## src/rtl/dpd_layer_sequencer_pkg.sv

```systemverilog
// dpd_seq_pack: shared state encoding, layer geometry defaults and sizing helpers
package dpd_seq_pack;
  typedef enum logic [1:0] {IDLE, RUN, DRAIN, DONE} seq_state_t;
  localparam int N_FEAT = 12;
  localparam int DEF_PAR = 3;
  localparam int LAYER_SIZES [3] = '{12, 12, 2};
  // The output layer also sees the input features and the layer-0 activations
  localparam int DENSE = 24;
  localparam int DEF_FANOUT [3] = LAYER_SIZES;
  localparam int DEF_FANIN [3] = '{N_FEAT, LAYER_SIZES[0], LAYER_SIZES[1] + DENSE};
  function automatic int chunks(input int fanin, input int p);
    return (fanin + p - 1) / p;
  endfunction
  function automatic int layer_base(input int l);
    int b = 0;
    for (int k = 0; k < l; k++) b += DEF_FANOUT[k] * chunks(DEF_FANIN[k], DEF_PAR);
    return b;
  endfunction
endpackage

```

## src/rtl/dpd_layer_sequencer_loop_counter.sv

```systemverilog
// dpd_loop_counter: wrap counter with enable, runtime limit and terminal flag
module dpd_loop_counter #(
  parameter int W = 4
) (
  input  logic         clk,
  input  logic         rst,
  input  logic         i_clr,
  input  logic         i_en,
  input  logic [W-1:0] i_limit,
  output logic [W-1:0] o_count,
  output logic         o_term
);
  logic [W-1:0] r_count;
  assign o_count = r_count;
  assign o_term = r_count == i_limit;
  always_ff @(posedge clk) begin
    if (rst || i_clr) r_count <= '0;
    else if (i_en) r_count <= o_term ? '0 : r_count + 1'b1;
  end
endmodule

```

## src/rtl/dpd_layer_sequencer.sv

```systemverilog
// dpd_layer_sequencer: steps the shared MAC engine through every layer of one DPD sample
module dpd_layer_sequencer
  import dpd_seq_pack::*;
#(
  parameter int N_LAYERS = 3,
  parameter int FANOUT [N_LAYERS] = DEF_FANOUT,
  parameter int FANIN [N_LAYERS] = DEF_FANIN,
  parameter int PARALLEL_INPUTS = DEF_PAR,
  parameter int MAC_LAT = 2,
  parameter int ADDR_W = 7
) (
  input  logic                       clk,
  input  logic                       rst,
  input  logic                       in_valid,
  output logic                       in_ready,
  output logic                       mac_valid,
  input  logic                       mac_ready,
  output logic [1:0]                 layer_idx,
  output logic [3:0]                 neuron_idx,
  output logic [3:0]                 chunk_idx,
  output logic [ADDR_W-1:0]          w_addr,
  output logic [PARALLEL_INPUTS-1:0] lane_mask,
  output logic                       acc_first,
  output logic                       acc_last,
  output logic                       act_en,
  output logic                       out_valid,
  input  logic                       out_ready
);
  seq_state_t r_state, w_next;
  logic [7:0] r_drain;
  logic [ADDR_W-1:0] r_addr;
  logic [3:0] w_chunk, w_neuron;
  logic [1:0] w_layer;
  logic w_chunk_term, w_neuron_term, w_layer_term;
  logic w_accept, w_run, w_beat, w_layer_end, w_drain_end;
  logic [3:0] w_chunk_lim [N_LAYERS];
  logic [3:0] w_neuron_lim [N_LAYERS];
  logic [PARALLEL_INPUTS-1:0] w_tail_mask [N_LAYERS];

  for (genvar g = 0; g < N_LAYERS; g++) begin : g_tbl
    assign w_chunk_lim[g] = 4'(chunks(FANIN[g], PARALLEL_INPUTS) - 1);
    assign w_neuron_lim[g] = 4'(FANOUT[g] - 1);
    assign w_tail_mask[g] = (FANIN[g] % PARALLEL_INPUTS == 0) ? '1
      : PARALLEL_INPUTS'((1 << (FANIN[g] % PARALLEL_INPUTS)) - 1);
  end

  assign w_accept = in_valid & in_ready;
  assign w_run = r_state == RUN;
  assign w_beat = w_run & mac_ready;
  assign w_layer_end = w_beat & w_chunk_term & w_neuron_term;
  assign w_drain_end = (r_state == DRAIN) && (r_drain == 8'(MAC_LAT - 1));

  dpd_loop_counter #(.W(4)) u_chunk (
    .clk(clk), .rst(rst), .i_clr(w_accept), .i_en(w_beat),
    .i_limit(w_chunk_lim[w_layer]), .o_count(w_chunk), .o_term(w_chunk_term)
  );
  dpd_loop_counter #(.W(4)) u_neuron (
    .clk(clk), .rst(rst), .i_clr(w_accept), .i_en(w_beat & w_chunk_term),
    .i_limit(w_neuron_lim[w_layer]), .o_count(w_neuron), .o_term(w_neuron_term)
  );
  // Layer advances only once its results have landed, so it is stable through DRAIN
  dpd_loop_counter #(.W(2)) u_layer (
    .clk(clk), .rst(rst), .i_clr(w_accept), .i_en(w_drain_end),
    .i_limit(2'(N_LAYERS - 1)), .o_count(w_layer), .o_term(w_layer_term)
  );

  always_ff @(posedge clk) begin
    if (rst) r_state <= IDLE;
    else r_state <= w_next;
  end

  always_comb begin
    w_next = (r_state == IDLE) ? (in_valid ? RUN : IDLE)
      : (r_state == RUN) ? (w_layer_end ? DRAIN : RUN)
      : (r_state == DRAIN) ? (w_drain_end ? (w_layer_term ? DONE : RUN) : DRAIN)
      : (out_ready ? IDLE : DONE);
  end

  always_ff @(posedge clk) begin
    if (rst) begin
      r_drain <= '0;
      r_addr <= '0;
    end else begin
      r_drain <= (r_state == DRAIN && !w_drain_end) ? r_drain + 8'd1 : '0;
      r_addr <= w_accept ? '0 : w_beat ? r_addr + 1'b1 : r_addr;
    end
  end

  // Chunk-major loop order makes the flat weight address a plain running beat count
  always_comb begin
    in_ready = (r_state == IDLE) & ~rst;
    mac_valid = w_run;
    out_valid = r_state == DONE;
    layer_idx = w_layer;
    neuron_idx = w_neuron;
    chunk_idx = w_chunk;
    w_addr = r_addr;
    acc_first = w_run & (w_chunk == '0);
    acc_last = w_run & w_chunk_term;
    act_en = w_run & (int'(w_layer) < N_LAYERS - 1);
    lane_mask = !w_run ? '0 : w_chunk_term ? w_tail_mask[w_layer] : '1;
  end
endmodule
```

## config.mk

```make
export PLATFORM = sky130hd
export DESIGN_NAME = dpd_layer_sequencer
export DESIGN_NICKNAME = d
export VERILOG_FILES = /design/src/rtl/dpd_layer_sequencer_pkg.sv /design/src/rtl/dpd_layer_sequencer_loop_counter.sv /design/src/rtl/dpd_layer_sequencer.sv
export SDC_FILE = /design/constraint.sdc
export NUM_CORES = 1
export LEC_CHECK = 0
export ABC_AREA = 1
export CELL_PAD_IN_SITES_DETAIL_PLACEMENT = 1
export CELL_PAD_IN_SITES_GLOBAL_PLACEMENT = 1
export CORE_MARGIN = 2
export CORE_UTILIZATION = 39
export CTS_BUF_LIST = sky130_fd_sc_hd__clkbuf_16
export DETAILED_ROUTE_END_ITERATION = 6
export PLACE_DENSITY_LB_ADDON = 0.1
export SLEW_MARGIN = 20
export SYNTH_ARGS = -nofsm -noshare
export SYNTH_HDL_FRONTEND = slang
export SYNTH_HIERARCHICAL = 1
export SYNTH_SLANG_ARGS = --single-unit
```

## constraint.sdc

```tcl
create_clock -name clk -period 3.15 [get_ports clk]
set_clock_uncertainty 0.1 [all_clocks]
set_input_delay 0.63 -clock clk [delete_from_list [all_inputs] [get_ports clk]]
set_output_delay 0.63 -clock clk [all_outputs]
set_load 0.02 [all_outputs]
```

# Word level (Yosys, flattened, before mapping)
# Index checks and enable logic that the tools add are counted.
# totals
ff_bits,27
output_inout_bits,26
wordCells,61
in_bits,5
# op_classes
n_eq_ne,7
add_sub_neg,5
n_reduce_logical,8
n_mux,22
order_cmp,2
bitwise,11
# ops
operator,n
$mux 4,6
$bmux 4 s2,2
$mux 2,8
$mux 3,4
$add 4x1->4 const B,2
$add 8x1->8 const B,1
$and 1x1->1,8
$eq 4x4->1,2
$eq 8x1->1 const B,1
$add 7x1->7 const B,1
$bmux 3 s2,1
$eq 2x2->1 const B,3
$logic_not 4->1,1
$reduce_or 2->1,2
$ge 3x3->1 const B,1
$not 2->3,1
$add 2x1->2 const B,1
$eq 2x1->1 const B,1
$logic_and 1x1->1,2
$logic_not 2->1,1
$lt 2x2->1 const B,1
$not 1->1,2
$logic_not 1->1,1
$logic_or 1x1->1,1
$mux 1,1

# Depth between registers and ports, before layout
# logic_depth
ltp_word,10
ltp_mapped,13
mapped_depth_nobuf,13

# By module
# The synthesis kept the hierarchy.
# by_module_without_submodules
mod,cells_per_inst,seq_area_each_um2,area_per_inst_um2,instances
dpd_layer_sequencer,140,340.3,973.4,1
dpd_loop_counter (u_chunk ...),42,80.1,261.5,2
dpd_loop_counter (u_layer),29,40.0,147.6,1

# Worst setup path before layout
# Ideal clock, no wire load.
# synth_timing
path_kind,reg2out
from,reg u_layer.r_count[1] (netlist: u_layer/o_count[1])
to,out lane_mask[1]
required_time_ns,2.420
setup_slack_ns,0.605
stages_incl_launch_ff,11
n_path_buf,1
arrival_time_ns,1.815
cell_sequence,dfxtp_1 inv_1 nor2_1 inv_1 nand2_1 nand2_1 nor4_1 inv_1 o21ai_0 inv_1 buf_4
# synth_via
elab_chain_cells,7
elab_cells_between_ends,10
classes_between,1 x eq/ne; 8 x mux; 1 x bitwise
# synth_lines
element,line,rtl
from (decl),dpd_layer_sequencer_loop_counter.sv:13,logic [W-1:0] r_count;
from (signal assigned),dpd_layer_sequencer_loop_counter.sv:18,else if (i_en) r_count <= o_term ? '0 : r_count + 1'b1;
$not 2->3 (implied by the code),dpd_layer_sequencer.sv:55,".i_limit(w_chunk_lim[w_layer]), .o_count(w_chunk), .o_term(w_chunk_term)"
$bmux 4 s2,dpd_layer_sequencer.sv:55,
$mux 4 (implied by the code) (2 in a row),dpd_layer_sequencer.sv:55,
$eq 4x4->1,dpd_layer_sequencer_loop_counter.sv:15,assign o_term = r_count == i_limit;
net w_chunk_term,dpd_layer_sequencer.sv:34,"logic w_chunk_term, w_neuron_term, w_layer_term;"
$mux 3 (2 in a row),dpd_layer_sequencer.sv:101,lane_mask = !w_run ? '0 : w_chunk_term ? w_tail_mask[w_layer] : '1;
to (decl),dpd_layer_sequencer.sv:22,"output logic [PARALLEL_INPUTS-1:0] lane_mask,"
# The timed path passes the listed nets, and every way through them passes these cells. The select of a mux whose other input is x is not followed.

# Worst setup path after layout
# layout_timing
from,reg u_layer.r_count[1] (netlist: u_layer/o_count[1])
to,out acc_last
# layout_via
elab_chain_cells,6
# layout_lines
element,line,rtl
$not 2->3 (implied by the code),dpd_layer_sequencer.sv:55,
$bmux 4 s2,dpd_layer_sequencer.sv:55,
$mux 4 (implied by the code) (2 in a row),dpd_layer_sequencer.sv:55,
$eq 4x4->1,dpd_layer_sequencer_loop_counter.sv:15,
net w_chunk_term,dpd_layer_sequencer.sv:34,
$and 1x1->1,dpd_layer_sequencer.sv:99,acc_last = w_run & w_chunk_term;
to (decl),dpd_layer_sequencer.sv:24,"output logic acc_last,"
# The timed path passes the listed nets, and every way through them passes these cells. The select of a mux whose other input is x is not followed.

==> metrics <==
Max Used Layer met4; cts hold-fix bufs 0; Tot Pwr slightly below 0.8 mW; global-route wire length before repair 6330 µm; # setup viols final 0; Reg clk slew, reported paths 0.07 ns; clk sinks 27; Seq/Total Area, Yosys 32.9%; Final GP Congestion 0.708; PortBufs 30; RSZ-0062 raised after global routing false; Seq cells post-synth 27; Pleak 1.03 nW; pwr/cell area 366 mW/mm²; fmax 0.342 GHz; drt pass-1 iters 6; DRC 0; die area 0.00475 mm²; switching power 0.203 mW; clk buf depth 2; worst relative slew slack 65.8%; cell row count 23; Final Non-Filler Cells between 300 and 400; Met3 Wirelength just over 100 µm; combinational power share 16.8%; chip height ~70 µm; Slew @ Worst Pin 0.509 ns; diode count 0; die width 68.9 µm; Seq pwr share 46.0%; Internal 0.569 mW; crit path kind reg -> out; Root Driver clkbuf_16; Crit. End Element primary output; total number of vias 1,571; Clock Power Share 37.2%; Met2 Wirelength 1720 µm; Fin Hold WS between 0.3 and 0.4 ns; Syn Std Cell Area around 0.0016 mm²; Post-DRT Antenna Nets 0; via density per instance 4.59; Area Growth Syn to Fin 28.3%; status completed; most frequent cells in the layout nand2_1 (67), inv_1 (46), nor2_1 (42), clkdlybuf4s50_1 (27), dfxtp_1 (26); Routed WL per cell 10.9 µm; Critical Path RT 2.42 ns; dpl cells 338; initial DRC count 43; Critical Path Start Type flop; M1 WL ~1800 µm; Total Wirelength 3720 µm; Layout Utilization a little over half; I/O pin total 31; Detail Placement HPWL 2960 µm; Final min period 2.93 ns; commonest non-fill, non-tap cell in the layout nand2_1; CTS tree done; synth unique cells 31; Max Fanout on Critical Path 8; Hold Violations, Final 0; peak supply drop 0.164 mV; number of global-route vias before repair 1,491; Syn. warnings 6; total track usage 17.9%; WP data arrival 2.20 ns; max_cap viols 0; Nets 303; Slew Limit Fails 0; share of layout cells above drive strength 1 7.19%; worst hold path stage count 1; antenna violations before repair 0; Worst Reg-to-Reg Cells 11; Clock Latency Late Sink 0.26 ns; Hold Crit Class reg -> reg; Final TNS setup 0 ns; core footprint 0.00403 mm²; CTS H-Tree Depth 1; post-CTS setup buffer count 0; Switching Share 26.3%; Syn Inst Count roughly 250; remaining global-route overflow 0; largest net degree at the start of global routing 15; CTS buffer count 3; final period utilization between 90% and 100%; Starting Density 40.8%; syn avg cell area 6.50 µm²
[critical path, stage by stage, from the launching register on]
cell and delay, ns:
dfxtp_2 0.39, inv_1 0.11, nor2_1 0.13, inv_1 0.05
nand2_1 0.05, nand2_1 0.06, nor4_1 0.25, inv_1 0.16
nor2_1 0.13, clkdlybuf4s50_1 0.60
[through the flow]
stage	setup WS (ns)	area, µm²
after floorplan	0.605	1670
after global placement	0.376	2020
after detailed placement	0.327	2020
after CTS	0.0382	2100
after global routing	0.0212	2110
final	0.224	2110
[what timing repair did]
action                                  in CTS  in global routing
endpoints found under the setup margin       0                  4
endpoints found under the hold margin        0                  0
gates resized for setup                      0                  4
[path summary, 6_finish.rpt]
check	slack, ns	start	to
min reg2reg	0.36	r_drain[0]	r_drain[0]
max	0.22	u_layer/o_count[1]	acc_last
min	0.36	r_drain[0]	r_drain[0]
max reg2reg	1.20	u_layer/o_count[1]	u_neuron/o_count[3]
[synthesized netlist by cell type, drive strengths merged]
| cell type | number | share of area [%] |
|---|---|---|
| a21oi | 4 | 1.2 |
| o21a | 1 | 0.46 |
| nand3 | 13 | 4.3 |
| dfxtp | 27 | 33 |
| xor2 | 8 | 4.3 |
| o21ai | 3 | 0.91 |
| inv | 50 | 12 |
| nor4 | 2 | 0.76 |
| o211ai | 1 | 0.46 |
| a31oi | 2 | 0.76 |
| conb | 2 | 0.46 |
| a21boi | 1 | 0.68 |
| mux2i | 2 | 1.2 |
| buf | 2 | 0.91 |
| nor3 | 3 | 0.91 |
| or2 | 2 | 0.76 |
| ha | 5 | 3.8 |
| xnor2 | 2 | 1.1 |
| nand2 | 73 | 19 |
| nand4 | 5 | 1.9 |
| nor2 | 45 | 12 |
[flip-flops by register name, summed over array words and instances, names as in the netlist]
name / count
r_drain: 8
r_state: 2
u_chunk/o_count: 4
u_layer/o_count: 2
u_neuron/o_count: 4
w_addr: 7
[power groups by stage]
stage / Sequential, mW / Clock (mW) / Combinational, mW
floorplan: 0.364 / 0 / 0.0837
global placement: 0.363 / 0 / 0.131
detailed placement: 0.363 / 0 / 0.132
CTS: 0.355 / 0.296 / 0.133
global route: 0.356 / 0.310 / 0.144
finish: 0.355 / 0.287 / 0.130
[metal layers]
layer	GRT usage, %	vias to the layer above
met2	29.9	25
met1	23.3	709
met5	0	-
met4	7.35	0
met3	1.95	4
li1	-	833
[cell families (layout without fill, tap and decap cells)]
group	count (synthesis)	count (layout)	share of synthesized area, %
adders and majority gates	5	5	3.81
other	2	8	0.457
buffers and inverters	52	85	12.6
and+or+nand+nor	143	143	39.2
AOI/OAI and AO/OA	12	12	4.49
xor gates and xnor gates	10	10	5.33
DFF	27	27	32.9
muxes	2	2	1.22
[cell type report]
type | count | area (µm²)
fillers | 552 | 1920
multi-input cells | 180 | 918
flip-flops and latches | 27 | 542
repair buffers | 31 | 315
inverters | 50 | 193
clock buffers | 3 | 75.1
well taps | 50 | 62.6
clock inverters | 1 | 3.75
(Power assumes the default switching activity.)
